$ cat src/rtl/alu_issue_if.sv
// Request/result/ALU-side bundle for alu_issue_stage.
// dz_count exists only when ALU_DZ_CNT_EN is defined.
interface alu_issue_if;
  logic        in_valid;
  logic        in_ready;
  logic [7:0]  in_a;
  logic [7:0]  in_b;
  logic [2:0]  in_sel;

  logic [7:0]  alu_a;
  logic [7:0]  alu_b;
  logic [2:0]  alu_sel;
  logic [15:0] alu_res;

  logic        out_valid;
  logic        out_ready;
  logic [15:0] out_res;
  logic [2:0]  out_sel;
  logic        out_zero;
  logic        out_dz;
`ifdef ALU_DZ_CNT_EN
  logic [7:0]  dz_count;
`endif

  modport slave (
    input  in_valid, in_a, in_b, in_sel, alu_res, out_ready,
    output in_ready, alu_a, alu_b, alu_sel,
           out_valid, out_res, out_sel, out_zero, out_dz
`ifdef ALU_DZ_CNT_EN
    , output dz_count
`endif
  );

  modport master (
    output in_valid, in_a, in_b, in_sel, alu_res, out_ready,
    input  in_ready, alu_a, alu_b, alu_sel,
           out_valid, out_res, out_sel, out_zero, out_dz
`ifdef ALU_DZ_CNT_EN
    , input dz_count
`endif
  );
endinterface

$ cat src/rtl/alu_issue_stage.sv
// Two-entry issue/retire pipeline around a combinational 8-bit ALU.
// Optional divide-by-zero counter enabled by defining ALU_DZ_CNT_EN.
module alu_issue_stage #(
  parameter bit IDLE_ZERO = 1'b1
) (
  input  logic        clk,
  input  logic        rst,
  alu_issue_if.slave  bus
);

  localparam logic [2:0] SEL_DIV = 3'b011;

  function automatic logic div_by_zero(input logic [2:0] sel, input logic [7:0] b);
    return (sel == SEL_DIV) && (b == 8'h00);
  endfunction

  logic        s1_valid_q, s1_valid_d;
  logic [7:0]  op_a_q, op_a_d;
  logic [7:0]  op_b_q, op_b_d;
  logic [2:0]  op_sel_q, op_sel_d;

  logic        s2_valid_q, s2_valid_d;
  logic [15:0] out_res_q, out_res_d;
  logic [2:0]  out_sel_q, out_sel_d;
  logic        out_zero_q, out_zero_d;
  logic        out_dz_q, out_dz_d;

  logic        s1_adv_s;
  logic        in_ready_s;
  logic        accept_s;
  logic        capture_s;
  logic        cap_dz_s;

  // Stage 1 may move on whenever stage 2 is empty or drains this cycle.
  always_comb begin
    s1_adv_s   = !s2_valid_q || bus.out_ready;
    in_ready_s = !s1_valid_q || s1_adv_s;
    accept_s   = bus.in_valid && in_ready_s;
    capture_s  = s1_valid_q && s1_adv_s;
    cap_dz_s   = div_by_zero(op_sel_q, op_b_q);
  end

  // Operand register next state.
  always_comb begin
    s1_valid_d = s1_valid_q;
    op_a_d     = op_a_q;
    op_b_d     = op_b_q;
    op_sel_d   = op_sel_q;
    if (accept_s) begin
      s1_valid_d = 1'b1;
      op_a_d     = bus.in_a;
      op_b_d     = bus.in_b;
      op_sel_d   = bus.in_sel;
    end else if (s1_adv_s) begin
      s1_valid_d = 1'b0;
    end else begin
      s1_valid_d = s1_valid_q;
    end
  end

  // Result register next state; the held result is untouched while stalled.
  always_comb begin
    s2_valid_d = s2_valid_q;
    out_res_d  = out_res_q;
    out_sel_d  = out_sel_q;
    out_zero_d = out_zero_q;
    out_dz_d   = out_dz_q;
    if (capture_s) begin
      s2_valid_d = 1'b1;
      out_res_d  = bus.alu_res;
      out_sel_d  = op_sel_q;
      out_zero_d = (bus.alu_res == 16'h0000);
      out_dz_d   = cap_dz_s;
    end else if (bus.out_ready) begin
      s2_valid_d = 1'b0;
    end else begin
      s2_valid_d = s2_valid_q;
    end
  end

  // Pipeline state registers.
  always_ff @(posedge clk) begin
    if (rst) begin
      s1_valid_q <= 1'b0;
      op_a_q     <= 8'h00;
      op_b_q     <= 8'h00;
      op_sel_q   <= 3'b000;
      s2_valid_q <= 1'b0;
      out_res_q  <= 16'h0000;
      out_sel_q  <= 3'b000;
      out_zero_q <= 1'b0;
      out_dz_q   <= 1'b0;
    end else begin
      s1_valid_q <= s1_valid_d;
      op_a_q     <= op_a_d;
      op_b_q     <= op_b_d;
      op_sel_q   <= op_sel_d;
      s2_valid_q <= s2_valid_d;
      out_res_q  <= out_res_d;
      out_sel_q  <= out_sel_d;
      out_zero_q <= out_zero_d;
      out_dz_q   <= out_dz_d;
    end
  end

`ifdef ALU_DZ_CNT_EN
  logic [7:0] dz_cnt_q, dz_cnt_d;

  // Saturating count of divide-by-zero results entering stage 2.
  always_comb begin
    dz_cnt_d = dz_cnt_q;
    if (capture_s && cap_dz_s && (dz_cnt_q != 8'hFF)) begin
      dz_cnt_d = dz_cnt_q + 8'h01;
    end else begin
      dz_cnt_d = dz_cnt_q;
    end
  end

  // Divide-by-zero counter register.
  always_ff @(posedge clk) begin
    if (rst) begin
      dz_cnt_q <= 8'h00;
    end else begin
      dz_cnt_q <= dz_cnt_d;
    end
  end

  assign bus.dz_count = dz_cnt_q;
`endif

  // ALU drive: optionally parked at zero while no operand is held.
  always_comb begin
    if (IDLE_ZERO && !s1_valid_q) begin
      bus.alu_a   = 8'h00;
      bus.alu_b   = 8'h00;
      bus.alu_sel = 3'b000;
    end else begin
      bus.alu_a   = op_a_q;
      bus.alu_b   = op_b_q;
      bus.alu_sel = op_sel_q;
    end
  end

  assign bus.in_ready  = in_ready_s;
  assign bus.out_valid = s2_valid_q;
  assign bus.out_res   = out_res_q;
  assign bus.out_sel   = out_sel_q;
  assign bus.out_zero  = out_zero_q;
  assign bus.out_dz    = out_dz_q;

endmodule
$ cat src/flat_wrapper.sv
// flat-port wrapper written by rule: the top's interface ports become plain ports
module alu_issue_stage_flat 
#(
  parameter bit IDLE_ZERO = 1'b1
)
  (clk, rst, bus_in_valid, bus_in_a, bus_in_b, bus_in_sel, bus_alu_res, bus_out_ready, bus_in_ready, bus_alu_a, bus_alu_b, bus_alu_sel, bus_out_valid, bus_out_res, bus_out_sel, bus_out_zero, bus_out_dz);
  alu_issue_if bus_i ();
  input  logic clk;
  input  logic rst;
  input wire logic [$bits(bus_i.in_valid)-1:0] bus_in_valid;
  input wire logic [$bits(bus_i.in_a)-1:0] bus_in_a;
  input wire logic [$bits(bus_i.in_b)-1:0] bus_in_b;
  input wire logic [$bits(bus_i.in_sel)-1:0] bus_in_sel;
  input wire logic [$bits(bus_i.alu_res)-1:0] bus_alu_res;
  input wire logic [$bits(bus_i.out_ready)-1:0] bus_out_ready;
  output wire logic [$bits(bus_i.in_ready)-1:0] bus_in_ready;
  output wire logic [$bits(bus_i.alu_a)-1:0] bus_alu_a;
  output wire logic [$bits(bus_i.alu_b)-1:0] bus_alu_b;
  output wire logic [$bits(bus_i.alu_sel)-1:0] bus_alu_sel;
  output wire logic [$bits(bus_i.out_valid)-1:0] bus_out_valid;
  output wire logic [$bits(bus_i.out_res)-1:0] bus_out_res;
  output wire logic [$bits(bus_i.out_sel)-1:0] bus_out_sel;
  output wire logic [$bits(bus_i.out_zero)-1:0] bus_out_zero;
  output wire logic [$bits(bus_i.out_dz)-1:0] bus_out_dz;
  assign bus_i.in_valid = bus_in_valid;
  assign bus_i.in_a = bus_in_a;
  assign bus_i.in_b = bus_in_b;
  assign bus_i.in_sel = bus_in_sel;
  assign bus_i.alu_res = bus_alu_res;
  assign bus_i.out_ready = bus_out_ready;
  assign bus_in_ready = bus_i.in_ready;
  assign bus_alu_a = bus_i.alu_a;
  assign bus_alu_b = bus_i.alu_b;
  assign bus_alu_sel = bus_i.alu_sel;
  assign bus_out_valid = bus_i.out_valid;
  assign bus_out_res = bus_i.out_res;
  assign bus_out_sel = bus_i.out_sel;
  assign bus_out_zero = bus_i.out_zero;
  assign bus_out_dz = bus_i.out_dz;
  alu_issue_stage #(.IDLE_ZERO(IDLE_ZERO)) u_core (.clk(clk), .rst(rst), .bus(bus_i));
endmodule
$ cat config.mk
export PLATFORM = sky130hd
export DESIGN_NAME = alu_issue_stage_flat
export DESIGN_NICKNAME = d
export VERILOG_FILES = /design/src/rtl/alu_issue_if.sv /design/src/rtl/alu_issue_stage.sv /design/src/flat_wrapper.sv
export SDC_FILE = /design/constraint.sdc
export NUM_CORES = 1
export LEC_CHECK = 0
export ABC_AREA = 1
export CAP_MARGIN = 20
export CORE_MARGIN = 5
export CORE_UTILIZATION = 40
export DETAILED_ROUTE_END_ITERATION = 10
export PLACE_DENSITY = 0.77
export SLEW_MARGIN = 25
export SYNTH_ARGS = -nofsm -noshare
export SYNTH_HDL_FRONTEND = slang
export SYNTH_SLANG_ARGS = --single-unit
$ cat constraint.sdc
create_clock -name clk -period 1.3 [get_ports clk]
set_input_delay 0.39 -clock clk [delete_from_list [all_inputs] [get_ports clk]]
set_output_delay 0.39 -clock clk [all_outputs]
set_load 0.005 [all_outputs]
==> summary.md <==
| Metric | Value |
|---|---|
| Nets | `399` |
| ANT cells | `0` |
| Layout cells sized above 1 | `46.0%` |
| Most used cell, CP | `buf_6` |
| Number of slew-limit violations in the final report | `0` |
| Synthesis-to-finish area growth | `96.7%` |
| Chip width | `75.6 um` |
| Crit. End Element | `output port` |
| H-tree Lvls | `2` |
| # DRC | `0` |
| Final wirelength | `6.50 mm` |
| RSZ-0062 raised after global routing | `yes` |
| Status | `finished with violations` |
| Slowest stage cell, crit path | `dfxtp_4` |
| Distinct cells, synth | `18` |
| Vias per inst | `4.90` |
| Num CTS Buffers | `5` |
| Non-filler instance count after layout | `411` |
| CTS tree | `done` |
| Worst Path Required | `0.91 ns` |
| Vias in the first global route | `1831` |
| Clk Latency, worst-skew pair | `0.30 ns` |
| Power share of the clock group | `29.2%` |
| DP HPWL | `3.47 mm` |
| IO Count | `81` |
| Comb power frac | `23.6%` |
| FP Rows | `23` |
| Maximum fanout along the worst path | `4` |
| Crit-path cells | `buf_6 > buf_6 > nand2_2 > inv_2 > buf_6` |
| Internal power | `2190 uW` |
| Levels on crit path | `5` |
| Worst min path class | `reg -> reg` |
| Violated checks | `setup timing` |
| Synth Area in Compound Gates | `14.3%` |
| CP max stage delay | `0.40 ns` |
| Wire length per cell | `15.8 um` |
| Maxcap violations | `0` |
| Fillcell total | `254` |
| Reg2reg setup slack | `-0.11 ns` |
| Fin crit share | `118%` |
| 1st-iter DRT viols | `122` |
| Post-Syn Area | `1720 um2` |
| Reg clk slew, reported paths | `0.08 ns` |
| Routed Antenna Nets | `0` |
| First-pass GRT wire length | `8.31 mm` |
| Post-Synth Simple-Gate Area | `26.1%` |
| Pwr Density | `885 nW/um2` |
| Setup Viol. Count Final | `51` |
| Max Clk Rate | `653 MHz` |
| Hold Buf Count CTS | `0` |
| Period minus WS final | `1.53 ns` |
| CP arrival | `1.14 ns` |
| Seq cells post-synth | `42` |
| Setup Skew | `0.00536 ns` |
| Slew @ Worst Pin | `0.226 ns` |
| Worst vdd rail ir drop | `0.783 mV` |
| NetSw | `811 uW` |
| Adder-Cell Fraction of Synth Area | `0%` |
| Switching share of power | `27.1%` |
| Mean Syn Cell Area | `7.14 um2` |
| GRT Resource Usage Total | `19.7%` |
| Worst setup path startpoint | `u_core.s1_valid_q` |
| Overall die height | `75.6 um` |
| Initial antenna violation count | `0` |
| Via Count | `2013` |
| Synth Area in XOR/XNOR | `0%` |
| Clock tree buffer depth | `2` |
| Reg2reg end | `u_core.bus.out_zero` |
| Largest family of logic cells by synthesized area | `simple AND/OR/NAND/NOR gates` |
| Post-synthesis mux area share | `0%` |
| TritonRoute pass-1 iters | `4` |
| End of the critical path | `bus_alu_a[4]` |
| Final Total Pwr | `3000 uW` |
| Fin. Hold Viols | `0` |
| Port Buf Inserts | `80` |
| Sequential Area | `857 um2` |
| Crit path kind | `reg -> out` |
| Most common cell after layout, fill and taps aside | `nand2_1` |
| Largest net degree at the start of global routing | `16` |
| Rel. slew slack | `84.9%` |
| Die area | `5710 um2` |
| Mapped Nets | `280` |
| CP startpoint kind | `register` |
| Core Area | `4090 um2` |
| Cells after DPL | `378` |
| Seq pwr share | `47.2%` |
| Register area share after synthesis | `48.9%` |
| Clock root buffer | `clkbuf_8` |
| GRT overflow | `0` |
| CP Buf/Inv Count | `4` |
| Reg2reg path depth | `8` |
| Family with the most delay on the worst path | `flip-flops` |
| Sink Count | `42` |
| Final GP Congestion | `0.789` |
| Post-route worst setup slack | `-0.232 ns` |
| Pleak | `0.00162 uW` |
| RR Startpoint | `u_core.s1_valid_q` |
| Initial cell density of the core | `42.1%` |
| Yosys Warn Count | `0` |
| Commonest cells after routing, fill and taps aside | `nand2_1, clkdlybuf4s50_1, dfxtp_1` |
| Area of the multi-input gates | `965 um2` |
| Post-synthesis cell count | `241` |
==> cell usage after synthesis <==
library cell  instances  share of area (%)
nand3_2               1               0.58
dfxtp_1              42                 49
inv_2                 2               0.44
nand3_1               3               0.87
a211oi_1              7                3.1
nor3_1                1               0.29
inv_1                28                6.1
nand4_1               1               0.36
nand2_4               1               0.65
buf_4                 1               0.44
a21oi_2               2                1.0
buf_2                 7                2.0
a21oi_1              30                8.7
nor2_1               23                5.0
clkbuf_1              5                1.1
nand2_1              84                 18
buf_6                 1               0.65
a211oi_2              2                1.5
==> kinds of logic (layout without fill, tap and decap cells) <==
logic type / Yosys count / in the layout
AND/OR/NAND/NOR: 114 / 114
flip-flops: 42 / 42
buffers and inverters: 44 / 164
AO/OA/AOI/OAI: 41 / 41
==> state kept, by name, indices dropped and copies added, names as in the netlist <==
signal and flops:
u_core.bus.out_res 16, u_core.op_a_q 8, u_core.op_b_q 8, u_core.bus.out_sel 3
u_core.op_sel_q 3, u_core.bus.out_dz 1, u_core.bus.out_valid 1, u_core.bus.out_zero 1
u_core.s1_valid_q 1
==> area by class of cell <==
| class | count | area share [%] |
|---|---|---|
| tap | 50 | 1.85 |
| sequential | 42 | 25.3 |
| multi-input combinational | 155 | 28.5 |
| timing repair buffer | 126 | 38.1 |
| inverter | 30 | 3.55 |
| clock buffer | 7 | 2.55 |
| clock inverter | 1 | 0.148 |
==> through the flow <==
step           hold WS [ns]  setup TNS (ns)  setup slack (ns)  instance area, um2  util, %
2_1_floorplan         0.443               0            0.0943                1720        -
3_3_place_gp          0.449          -16.53            -0.575                2710     66.2
3_5_place_dp          0.452          -16.96            -0.572                2710     66.2
6_report              0.462           -5.14            -0.232                3380     82.8
5_1_grt               0.479           -7.50            -0.272                3380     82.8
4_1_cts               0.462           -3.52            -0.207                3010     73.7
==> layer usage <==
metal	wire length (um)	up-vias	GRT usage, %
li1	-	987	-
met1	2500	949	22.9
met2	3460	65	34.5
met3	397	12	5.15
met4	135	0	7.38
met5	0	-	0
==> repair_timing <==
item,in CTS,in global routing
endpoints found under the hold margin,0,0
cloned,5,2
gates resized for setup,162,99
setup buffers,13,5
pin swaps,5,22
setup endpoints to repair,71,56
==> power by group through the flow <==
stage | clock [uW] | sequential [uW] | combinational (uW)
2_1_floorplan | 0 | 1420 | 187
3_3_place_gp | 0 | 1420 | 490
3_5_place_dp | 0 | 1420 | 495
6_report | 876 | 1410 | 708
4_1_cts | 876 | 1400 | 577
5_1_grt | 944 | 1420 | 756
==> worst reg2reg max path: stages, from the launching register on <==
cell,delay [ns]
dfxtp_4,0.38
buf_6,0.13
buf_6,0.12
buf_6,0.11
nand2_4,0.08
buf_12,0.15
buf_4,0.12
nand2_1,0.06
a21oi_1,0.19
==> how the worst min path moves through the flow <==
stage	startpoint	to	slack, ns	depth (start not counted)
2_1_floorplan	u_core.op_a_q[0]	u_core.op_a_q[0]	0.44	2
3_3_place_gp	u_core.bus.out_res[11]	u_core.bus.out_res[11]	0.45	2
3_5_place_dp	u_core.bus.out_res[15]	u_core.bus.out_res[15]	0.45	2
4_1_cts	u_core.bus.out_res[15]	u_core.bus.out_res[15]	0.46	2
5_1_grt	u_core.bus.out_res[15]	u_core.bus.out_res[15]	0.48	2
6_report	u_core.bus.out_res[15]	u_core.bus.out_res[15]	0.46	2
Note: power is estimated with default switching activity, not from simulation.
